===== src/rtl/pll_lock_sequencer_if.sv =====
// Purpose: bundles the PLL-facing and core-facing signals of the lock sequencer.
// Latency: none; wires only.
// Backpressure: none; every signal is a level, with no handshake.
//
// Ports (master = sequencer side):
//   pll_locked     in   PLL locked output, asynchronous to clk_74a
//   pll_rst        out  active-high reset to the PLL
//   core_reset_n   out  active-low reset to the core clock domains
//   locked_stable  out  high only while the core is running on a stable lock
//   retry_count    out  lock timeouts since reset_n or the last RUN exit
//   fail           out  sticky: retry budget exhausted
interface pll_lock_sequencer_if;
   logic       pll_locked;
   logic       pll_rst;
   logic       core_reset_n;
   logic       locked_stable;
   logic [2:0] retry_count;
   logic       fail;

   modport master (
      input  pll_locked,
      output pll_rst,
      output core_reset_n,
      output locked_stable,
      output retry_count,
      output fail
   );

   modport slave (
      output pll_locked,
      input  pll_rst,
      input  core_reset_n,
      input  locked_stable,
      input  retry_count,
      input  fail
   );
endinterface


===== src/rtl/pll_lock_sequencer.sv =====
// Purpose: resets the PLL, waits for lock with timeout and retry, debounces lock, then releases the core reset.
// Latency: pll_locked rise -> SETTLE in 3 cycles, core_reset_n high after 3+SETTLE_CYCLES; lock loss -> core_reset_n low in 3.
// Backpressure: none; free-running control block whose outputs are registered levels.
//
// Ports:
//   clk_74a   in   74.25 MHz reference clock (same net as the PLL refclk)
//   reset_n   in   asynchronous, active-low reset
//   bus       pll_lock_sequencer_if.master: pll_locked in; pll_rst, core_reset_n,
//             locked_stable, retry_count and fail out
module pll_lock_sequencer #(
   parameter int RST_PULSE     = 64,
   parameter int LOCK_TIMEOUT  = 7425000,
   parameter int SETTLE_CYCLES = 4096,
   parameter int MAX_RETRIES   = 7
) (
   input  logic                  clk_74a,
   input  logic                  reset_n,
   pll_lock_sequencer_if.master  bus
);

   // One counter serves every timed state, so it must be sized for the longest interval.
   localparam int MAX_AB = (RST_PULSE > LOCK_TIMEOUT) ? RST_PULSE : LOCK_TIMEOUT;
   localparam int MAX_N  = (MAX_AB > SETTLE_CYCLES) ? MAX_AB : SETTLE_CYCLES;
   localparam int CW     = $clog2(MAX_N + 1);

   localparam logic [CW-1:0] RST_LAST     = CW'(RST_PULSE - 1);
   localparam logic [CW-1:0] TIMEOUT_LAST = CW'(LOCK_TIMEOUT - 1);
   localparam logic [CW-1:0] SETTLE_LAST  = CW'(SETTLE_CYCLES - 1);
   localparam logic [CW-1:0] CNT_ONE      = CW'(1);
   localparam logic [2:0]    RETRY_MAX    = 3'(MAX_RETRIES);

   typedef enum logic [2:0] {
      ST_RESET_PLL = 3'd0,
      ST_WAIT_LOCK = 3'd1,
      ST_SETTLE    = 3'd2,
      ST_RUN       = 3'd3,
      ST_FAIL      = 3'd4
   } state_t;

   state_t        state_q,         state_d;
   logic [CW-1:0] cnt_q,           cnt_d;
   logic          sync_meta_q,     sync_meta_d;
   logic          lk_q,            lk_d;
   logic [2:0]    retry_q,         retry_d;
   logic          pll_rst_q,       pll_rst_d;
   logic          core_reset_n_q,  core_reset_n_d;
   logic          locked_stable_q, locked_stable_d;
   logic          fail_q,          fail_d;

   // -------------------------------------------------------------------------
   // Two-flop synchronizer for the asynchronous PLL lock indication.
   // -------------------------------------------------------------------------
   always_comb begin
      sync_meta_d = bus.pll_locked;
      lk_d        = sync_meta_q;
   end

   // -------------------------------------------------------------------------
   // Next-state, counter and output logic.
   // -------------------------------------------------------------------------
   always_comb begin
      state_d = state_q;
      cnt_d   = cnt_q + CNT_ONE;
      retry_d = retry_q;

      case (state_q)
         ST_RESET_PLL: begin
            if (cnt_q == RST_LAST) begin
               state_d = ST_WAIT_LOCK;
            end
         end

         ST_WAIT_LOCK: begin
            // Lock is checked first, so a lock arriving on the timeout cycle wins.
            if (lk_q) begin
               state_d = ST_SETTLE;
            end else if (cnt_q == TIMEOUT_LAST) begin
               if (retry_q == RETRY_MAX) begin
                  state_d = ST_FAIL;
               end else begin
                  retry_d = retry_q + 3'd1;
                  state_d = ST_RESET_PLL;
               end
            end
         end

         ST_SETTLE: begin
            // A single low sample aborts the debounce; the PLL is not reset for it.
            if (!lk_q) begin
               state_d = ST_WAIT_LOCK;
            end else if (cnt_q == SETTLE_LAST) begin
               state_d = ST_RUN;
            end
         end

         ST_RUN: begin
            cnt_d = cnt_q;
            if (!lk_q) begin
               state_d = ST_RESET_PLL;
               retry_d = 3'd0;
            end
         end

         ST_FAIL: begin
            cnt_d = cnt_q;
         end

         default: begin
            state_d = ST_RESET_PLL;
         end
      endcase

      if (state_d != state_q) begin
         cnt_d = '0;
      end

      // Outputs are registered from the next state so they change on the same
      // edge that enters the state.
      pll_rst_d       = (state_d == ST_RESET_PLL);
      core_reset_n_d  = (state_d == ST_RUN);
      locked_stable_d = (state_d == ST_RUN);
      fail_d          = (state_d == ST_FAIL);
   end

   // -------------------------------------------------------------------------
   // State and output registers.
   // -------------------------------------------------------------------------
   always_ff @(posedge clk_74a or negedge reset_n) begin
      if (!reset_n) begin
         state_q         <= ST_RESET_PLL;
         cnt_q           <= '0;
         sync_meta_q     <= 1'b0;
         lk_q            <= 1'b0;
         retry_q         <= 3'd0;
         pll_rst_q       <= 1'b1;
         core_reset_n_q  <= 1'b0;
         locked_stable_q <= 1'b0;
         fail_q          <= 1'b0;
      end else begin
         state_q         <= state_d;
         cnt_q           <= cnt_d;
         sync_meta_q     <= sync_meta_d;
         lk_q            <= lk_d;
         retry_q         <= retry_d;
         pll_rst_q       <= pll_rst_d;
         core_reset_n_q  <= core_reset_n_d;
         locked_stable_q <= locked_stable_d;
         fail_q          <= fail_d;
      end
   end

   assign bus.pll_rst       = pll_rst_q;
   assign bus.core_reset_n  = core_reset_n_q;
   assign bus.locked_stable = locked_stable_q;
   assign bus.retry_count   = retry_q;
   assign bus.fail          = fail_q;

endmodule


===== src/flat_wrapper.sv =====
// flat-port wrapper written by rule: the top's interface ports become plain ports
module pll_lock_sequencer_flat 
#(
   parameter int RST_PULSE     = 64,
   parameter int LOCK_TIMEOUT  = 7425000,
   parameter int SETTLE_CYCLES = 4096,
   parameter int MAX_RETRIES   = 7
)
  (clk_74a, reset_n, bus_pll_locked, bus_pll_rst, bus_core_reset_n, bus_locked_stable, bus_retry_count, bus_fail);
  pll_lock_sequencer_if bus_i ();
  input  logic clk_74a;
  input  logic reset_n;
  input wire logic [$bits(bus_i.pll_locked)-1:0] bus_pll_locked;
  output wire logic [$bits(bus_i.pll_rst)-1:0] bus_pll_rst;
  output wire logic [$bits(bus_i.core_reset_n)-1:0] bus_core_reset_n;
  output wire logic [$bits(bus_i.locked_stable)-1:0] bus_locked_stable;
  output wire logic [$bits(bus_i.retry_count)-1:0] bus_retry_count;
  output wire logic [$bits(bus_i.fail)-1:0] bus_fail;
  assign bus_i.pll_locked = bus_pll_locked;
  assign bus_pll_rst = bus_i.pll_rst;
  assign bus_core_reset_n = bus_i.core_reset_n;
  assign bus_locked_stable = bus_i.locked_stable;
  assign bus_retry_count = bus_i.retry_count;
  assign bus_fail = bus_i.fail;
  pll_lock_sequencer #(.RST_PULSE(RST_PULSE), .LOCK_TIMEOUT(LOCK_TIMEOUT), .SETTLE_CYCLES(SETTLE_CYCLES), .MAX_RETRIES(MAX_RETRIES)) u_core (.clk_74a(clk_74a), .reset_n(reset_n), .bus(bus_i));
endmodule

===== config.mk =====
export PLATFORM = sky130hd
export DESIGN_NAME = pll_lock_sequencer_flat
export DESIGN_NICKNAME = d
export VERILOG_FILES = /design/src/rtl/pll_lock_sequencer_if.sv /design/src/rtl/pll_lock_sequencer.sv /design/src/flat_wrapper.sv
export SDC_FILE = /design/constraint.sdc
export NUM_CORES = 1
export LEC_CHECK = 0
export CAP_MARGIN = 0
export CORE_MARGIN = 1.5
export CORE_UTILIZATION = 63
export DETAILED_ROUTE_END_ITERATION = 8
export GPL_TIMING_DRIVEN = 0
export PLACE_DENSITY = 0.94
export SKIP_CTS_REPAIR_TIMING = 1
export SLEW_MARGIN = 15
export SYNTH_ARGS = -nofsm -noshare
export SYNTH_HDL_FRONTEND = slang
export SYNTH_SLANG_ARGS = --single-unit

===== constraint.sdc =====
create_clock -name clk_74a -period 3 [get_ports clk_74a]
set_clock_uncertainty 0.1 [all_clocks]
set_input_delay 0.9 -clock clk_74a [delete_from_list [all_inputs] [get_ports clk_74a]]
set_output_delay 0.9 -clock clk_74a [all_outputs]
set_load 0.005 [all_outputs]

After elaboration in Yosys (flattened, before gate mapping)
Cells that the tools add are included.
{"block": "totals", "output_inout_bits": 7, "in_bits": 3, "ff_bits": 34, "word_cells": 46}
{"block": "classes", "addsub": 2, "mux": 15, "reduce_logical": 5, "n_eq_ne": 16}
{"cell": "two-way mux 23 bit", "n": 2}
{"cell": "two-way mux 3 bit", "n": 11}
{"cell": "adder 23 x 1 -> 23 bit, second input constant", "n": 1}
{"cell": "equality test 23 x 12 -> 1 bit, second input constant", "n": 1}
{"cell": "equality test 23 bit, second input constant", "n": 1}
{"cell": "equality test 23 x 6 -> 1 bit, second input constant", "n": 1}
{"cell": "case mux 3 bit (5 select lines)", "n": 1}
{"cell": "equality test 3 x 2 -> 1 bit, second input constant", "n": 3}
{"cell": "equality test 3 bit, second input constant", "n": 3}
{"cell": "zero test 3 bit", "n": 2}
{"cell": "!= test 2 bit, second input constant", "n": 3}
{"cell": "case mux 3 bit (2 select lines)", "n": 1}
{"cell": "AND reduction 5 bit", "n": 1}
{"cell": "!= test 2 x 1 -> 1 bit, second input constant", "n": 2}
{"cell": "adder 3 x 1 -> 3 bit, second input constant", "n": 1}
{"cell": "equality test 3 x 1 -> 1 bit, second input constant", "n": 1}
{"cell": "!= test 3 bit", "n": 1}
{"cell": "nonzero test 2 bit", "n": 1}
{"cell": "OR reduction 2 bit", "n": 1}

Depth between registers and ports, before layout
{"block": "depth", "word_depth": 7, "depth_mapped": 8, "depth_no_buf": 7}

Least setup slack after synthesis
OpenSTA, ideal clock, no wires.
{"block": "synth_path", "path_type": "reg2reg", "start": "register u_core.cnt_q[13]", "end": "register u_core.cnt_q[11]", "arrival_time_ns": 1.801, "stages_incl_launch_ff": 7, "required_time_ns": 2.770, "synth_period_minus_slack_ns": 2.031, "setup_ns": 0.130, "path_buffers": 1, "setup_slack_ns": 0.969, "cell_sequence": "dfrtp_1 -> or4_4 -> nor4_2 -> nand2_1 -> a21oi_2 -> buf_4 -> nor3_1"}
{"block": "synth_between", "elab_chain_cells": 6, "word_cells_on_any_way": 12, "cone_classes": "eq/ne (5); mux (7)"}
{"element": "from (decl)", "line": "pll_lock_sequencer.sv:41", "rtl": "logic [CW-1:0] cnt_q, cnt_d;"}
{"element": "from (signal assigned)", "line": "pll_lock_sequencer.sv:141", "rtl": "cnt_q <= cnt_d;"}
{"element": "equality test 23 x 12 -> 1 bit or equality test 23 bit (tied branches)", "line": "pll_lock_sequencer.sv:91, pll_lock_sequencer.sv:77"}
{"element": "two-way mux 3 bit, on equally long branches", "line": "pll_lock_sequencer.sv:91, pll_lock_sequencer.sv:77"}
{"element": "two-way mux 3 bit, on equally long branches", "line": "pll_lock_sequencer.sv:89, pll_lock_sequencer.sv:75"}
{"element": "case mux 3 bit (5 select lines) (*)", "line": "pll_lock_sequencer.sv:66", "rtl": "case (state_q)"}
{"element": "!= test 3 bit (*)", "line": "pll_lock_sequencer.sv:113", "rtl": "if (state_d != state_q) begin"}
{"element": "!= test 2 x 1 -> 1 bit (no source line) or two-way mux 23 bit (tied branches)"}
Mark *: on every way between the ends. The rest lies on a longest branch, timed or not.
A chain may end at the register's enable or synchronous reset.

Worst setup path in the final report
{"block": "layout_path", "start": "register u_core.pll_rst_q (netlist: u_core.bus.pll_rst)", "end": "output bus_pll_rst"}
{"element": "from (decl)", "line": "pll_lock_sequencer.sv:45", "rtl": "logic pll_rst_q, pll_rst_d;"}
{"element": "from (signal assigned)", "line": "pll_lock_sequencer.sv:145", "rtl": "pll_rst_q <= pll_rst_d;"}
{"element": "to (decl)", "line": "flat_wrapper.sv:14", "rtl": "output wire logic [$bits(bus_i.pll_rst)-1:0] bus_pll_rst;"}
No word-level cell between the ends.

==> load_flow_metrics.sql <==
INSERT INTO impl_metrics (metric_group, metric, value, unit) VALUES
('status', 'outcome', 'complete, no violations', ''),
('die', 'die_area', '0.00337', 'mm^2'),
('clock_tree', 'worst_setup_hold_path_clk_slew', '0.09', 'ns'),
('power_and_ir_drop', 'total_power', '0.705', 'mW'),
('layout', 'antenna-diode-count', '0', ''),
('power_and_ir_drop', 'power_leakage', '0.890', 'nW'),
('place', 'dpl_cell_area', '0.00203', 'mm^2'),
('die', 'initial_utilization', '68.0', '%'),
('worst_setup_path', 'kind_of_capture_point_of_the_worst_setup_path', 'output port', ''),
('route', 'number_of_detailed_route_iterations_in_the_first_pass', '4', ''),
('worst_setup_path', 'worst-path-buf-inv', '1', ''),
('yosys', 'yosysWarnings', '0', ''),
('die', 'io_pins', '10', ''),
('grt', 'first_pass_grt_wire_length', '7.10', 'mm'),
('clock_tree', 'clock_tree_from_tritoncts', 'done', ''),
('worst_setup_path', 'setup.reg_to_reg.worst_slack', '0.68', 'ns'),
('grt', 'grt_overflow', '0', ''),
('timing', 'slew_viol_final', '0', ''),
('hold_path', 'timing.hold.worst_path_depth', '0', ''),
('yosys', 'yosysUniqueCellTypes', '43', ''),
('worst_setup_path', 'slowest_stage', 'dfstp_2', ''),
('timing', 'maxSlewHeadroom', '50.2', '%'),
('worst_setup_path', 'worst_ep_arrival_time', '1.35', 'ns'),
('timing', 'final_min_period_over_clock_period', '78.4', '%'),
('place', 'routability_driven_placement_congestion_ratio', '0.906', ''),
('timing', 'report.final.setup_viol', '0', ''),
('timing', 'worst_slew_pin_slew', '0.747', 'ns'),
('route', 'post_drt_via_cell_ratio', '6.63', ''),
('hold_path', 'whs_endpoint', 'u_core.lk_q$_DFF_PN0_', ''),
('layout', 'area_growth', '8.86', '%'),
('worst_setup_path', 'worstSetupStartpointType', 'flip-flop', ''),
('timing', 'fin_crit', '2.35', 'ns'),
('route', 'remaining_drc_errors', '0', ''),
('layout', 'core_util_final', '74.0', '%'),
('yosys', 'synth_edf_count', '0', ''),
('timing', 'timing.final.hold_violations', '0', ''),
('layout', 'finish.net_count', '211', ''),
('worst_setup_path', 'rr_endpoint', 'u_core.cnt_q[9]$_DFFE_PN0P_', ''),
('timing', 'final_critical_path_setup_slack', '0.649', 'ns'),
('place', 'port-buffer-count', '9', ''),
('grt', 'first_global_vias', '1516', ''),
('place', 'post-place-ws', '0.689', 'ns'),
('die', 'fp.dieH', '58.0', 'um'),
('worst_setup_path', 'r2r_start', 'u_core.cnt_q[13]$_DFFE_PN0P_', ''),
('die', 'placement_rows', '19', ''),
('clock_tree', 'h_tree_depth', '2', ''),
('timing', 'unrepaired_setup_endpoints_after_global_routing', 'no', ''),
('yosys', 'ys_ff_latch', '34', ''),
('worst_setup_path', 'worstRegToRegCells', '6', ''),
('layout', 'final_cell_mix', 'dfrtp_1 (33), nor2_1 (16), nor3_1 (15), nand2_1 (12)', ''),
('worst_setup_path', 'worstPathRequired', '2.00', 'ns'),
('place', 'detailed_place_hpwl', '3.00', 'mm'),
('route', 'route.final.wire_length', '4.14', 'mm'),
('layout', 'leading_cell_type_in_the_layout_fill_and_taps_excluded', 'dfrtp_1', ''),
('route', 'detail_route.iter0.violations', '75', ''),
('worst_setup_path', 'critPathMaxStageDelay', '0.52', 'ns'),
('clock_tree', 'tritoncts.num_buffers', '5', ''),
('die', 'dieWidth', '58.0', 'um'),
('route', 'vias', '1564', ''),
('job', 'drv.max_cap_violation_count', '0', ''),
('clock_tree', 'insertion_delay', '0.34', 'ns'),
('clock_tree', 'root_buffer_master', 'clkbuf_4', ''),
('hold_path', 'min-delay-start', 'u_core.lk_d$_DFF_PN0_', ''),
('yosys', 'synth.yosys.seq_area_share', '44.7', '%'),
('worst_setup_path', 'timing.critical_path.fanout_max', '1', ''),
('timing', 'achievable-frequency', '425', 'MHz'),
('yosys', 'asyncSetResetFlopFracSynth', '100', '%'),
('timing', 'finalSetupTns', '0', 'ns'),
('die', 'core', '0.00281', 'mm^2'),
('clock_tree', 'max_buffers_root_to_sink', '2', ''),
('grt', 'track_usage', '28.1', '%');
[final cells by class]
type | count | area, um^2 | area share, %
inverters | 6 | 22.5 | 1.08
flip-flops and latches | 34 | 852 | 41.0
multi-input cells | 141 | 971 | 46.8
well taps | 31 | 38.8 | 1.87
plain buffers | 8 | 61.3 | 2.95
repair buffers | 9 | 85.1 | 4.10
clock buffers | 7 | 45.0 | 2.17
[cells in the mapped netlist (3+ instances only)]
cell type	instances	area [um^2]
and3_1	5	31.3
buf_4	4	30.0
dfrtp_1	33	826
ha_1	3	37.5
inv_1	6	22.5
nand2_1	12	45.0
nand3_1	9	45.0
nand4_1	7	43.8
nor2_1	16	60.1
nor3_1	15	75.1
nor3_2	9	90.1
nor3b_1	3	22.5
nor4_1	4	25.0
o21ai_0	6	30.0
xnor2_1	11	96.3
xor2_1	11	96.3
[worst max path at each step]
stage | depth (start not counted) | from | end
global placement | 1 | reset_n | u_core.cnt_q[17]$_DFFE_PN0P_
detailed placement | 5 | u_core.cnt_q[13]$_DFFE_PN0P_ | u_core.bus.pll_rst$_DFF_PN1_
floorplan | 6 | u_core.cnt_q[13]$_DFFE_PN0P_ | u_core.cnt_q[11]$_DFFE_PN0P_
CTS | 1 | u_core.bus.pll_rst$_DFF_PN1_ | bus_pll_rst
finish | 1 | u_core.bus.pll_rst$_DFF_PN1_ | bus_pll_rst
global route | 6 | u_core.cnt_q[6]$_DFFE_PN0P_ | u_core.cnt_q[1]$_DFFE_PN0P_
[registers in the layout, indices dropped and copies added (netlist names)]
signal                   count
u_core.state_q               3
u_core.bus.retry_count       3
u_core.bus.pll_rst           1
u_core.bus.core_reset_n      1
u_core.bus.fail              1
u_core.lk_d                  1
u_core.lk_q                  1
u_core.cnt_q                23
[worst reg2reg max path, cell delays in order, from the launching register on]
cell     delay, ns
dfrtp_1       0.45
or4_4         0.57
nor4_2        0.32
nand2_1       0.15
a21oi_2       0.28
buf_4         0.25
nor3_1        0.07
[cells by family after synthesis]
family / share of synthesized area [%]
xor gates and xnor gates: 10.1
buffers and inverters: 4.40
muxes: 0.525
AOI/OAI and AO/OA: 5.64
and+or+nand+nor: 32.7
DFF: 44.7
adders and majority gates: 1.97
[stage by stage]
step | instances | hold WS [ns]
2_1_floorplan | 189 | 0.231
3_3_place_gp | 229 | 0.234
3_5_place_dp | 229 | 0.261
4_1_cts | 236 | 0.282
5_1_grt | 236 | 0.288
6_report | 236 | 0.277
[layer usage]
| layer | part of all wire (%) | track usage, % |
|---|---|---|
| met1 | 39 | 36.7 |
| met2 | 50 | 45.1 |
| met3 | 8.0 | 6.47 |
| met4 | 2.8 | 11.6 |
| met5 | 0 | 0 |
[where the power goes]
group          switching (mW)  internal (mW)  leakage [nW]
combinational          0.0100        0.00219         0.412
clock                   0.143         0.0882        0.0254
sequential            0.00130          0.459         0.453
No activity file was read; power rests on OpenSTA's default activity.
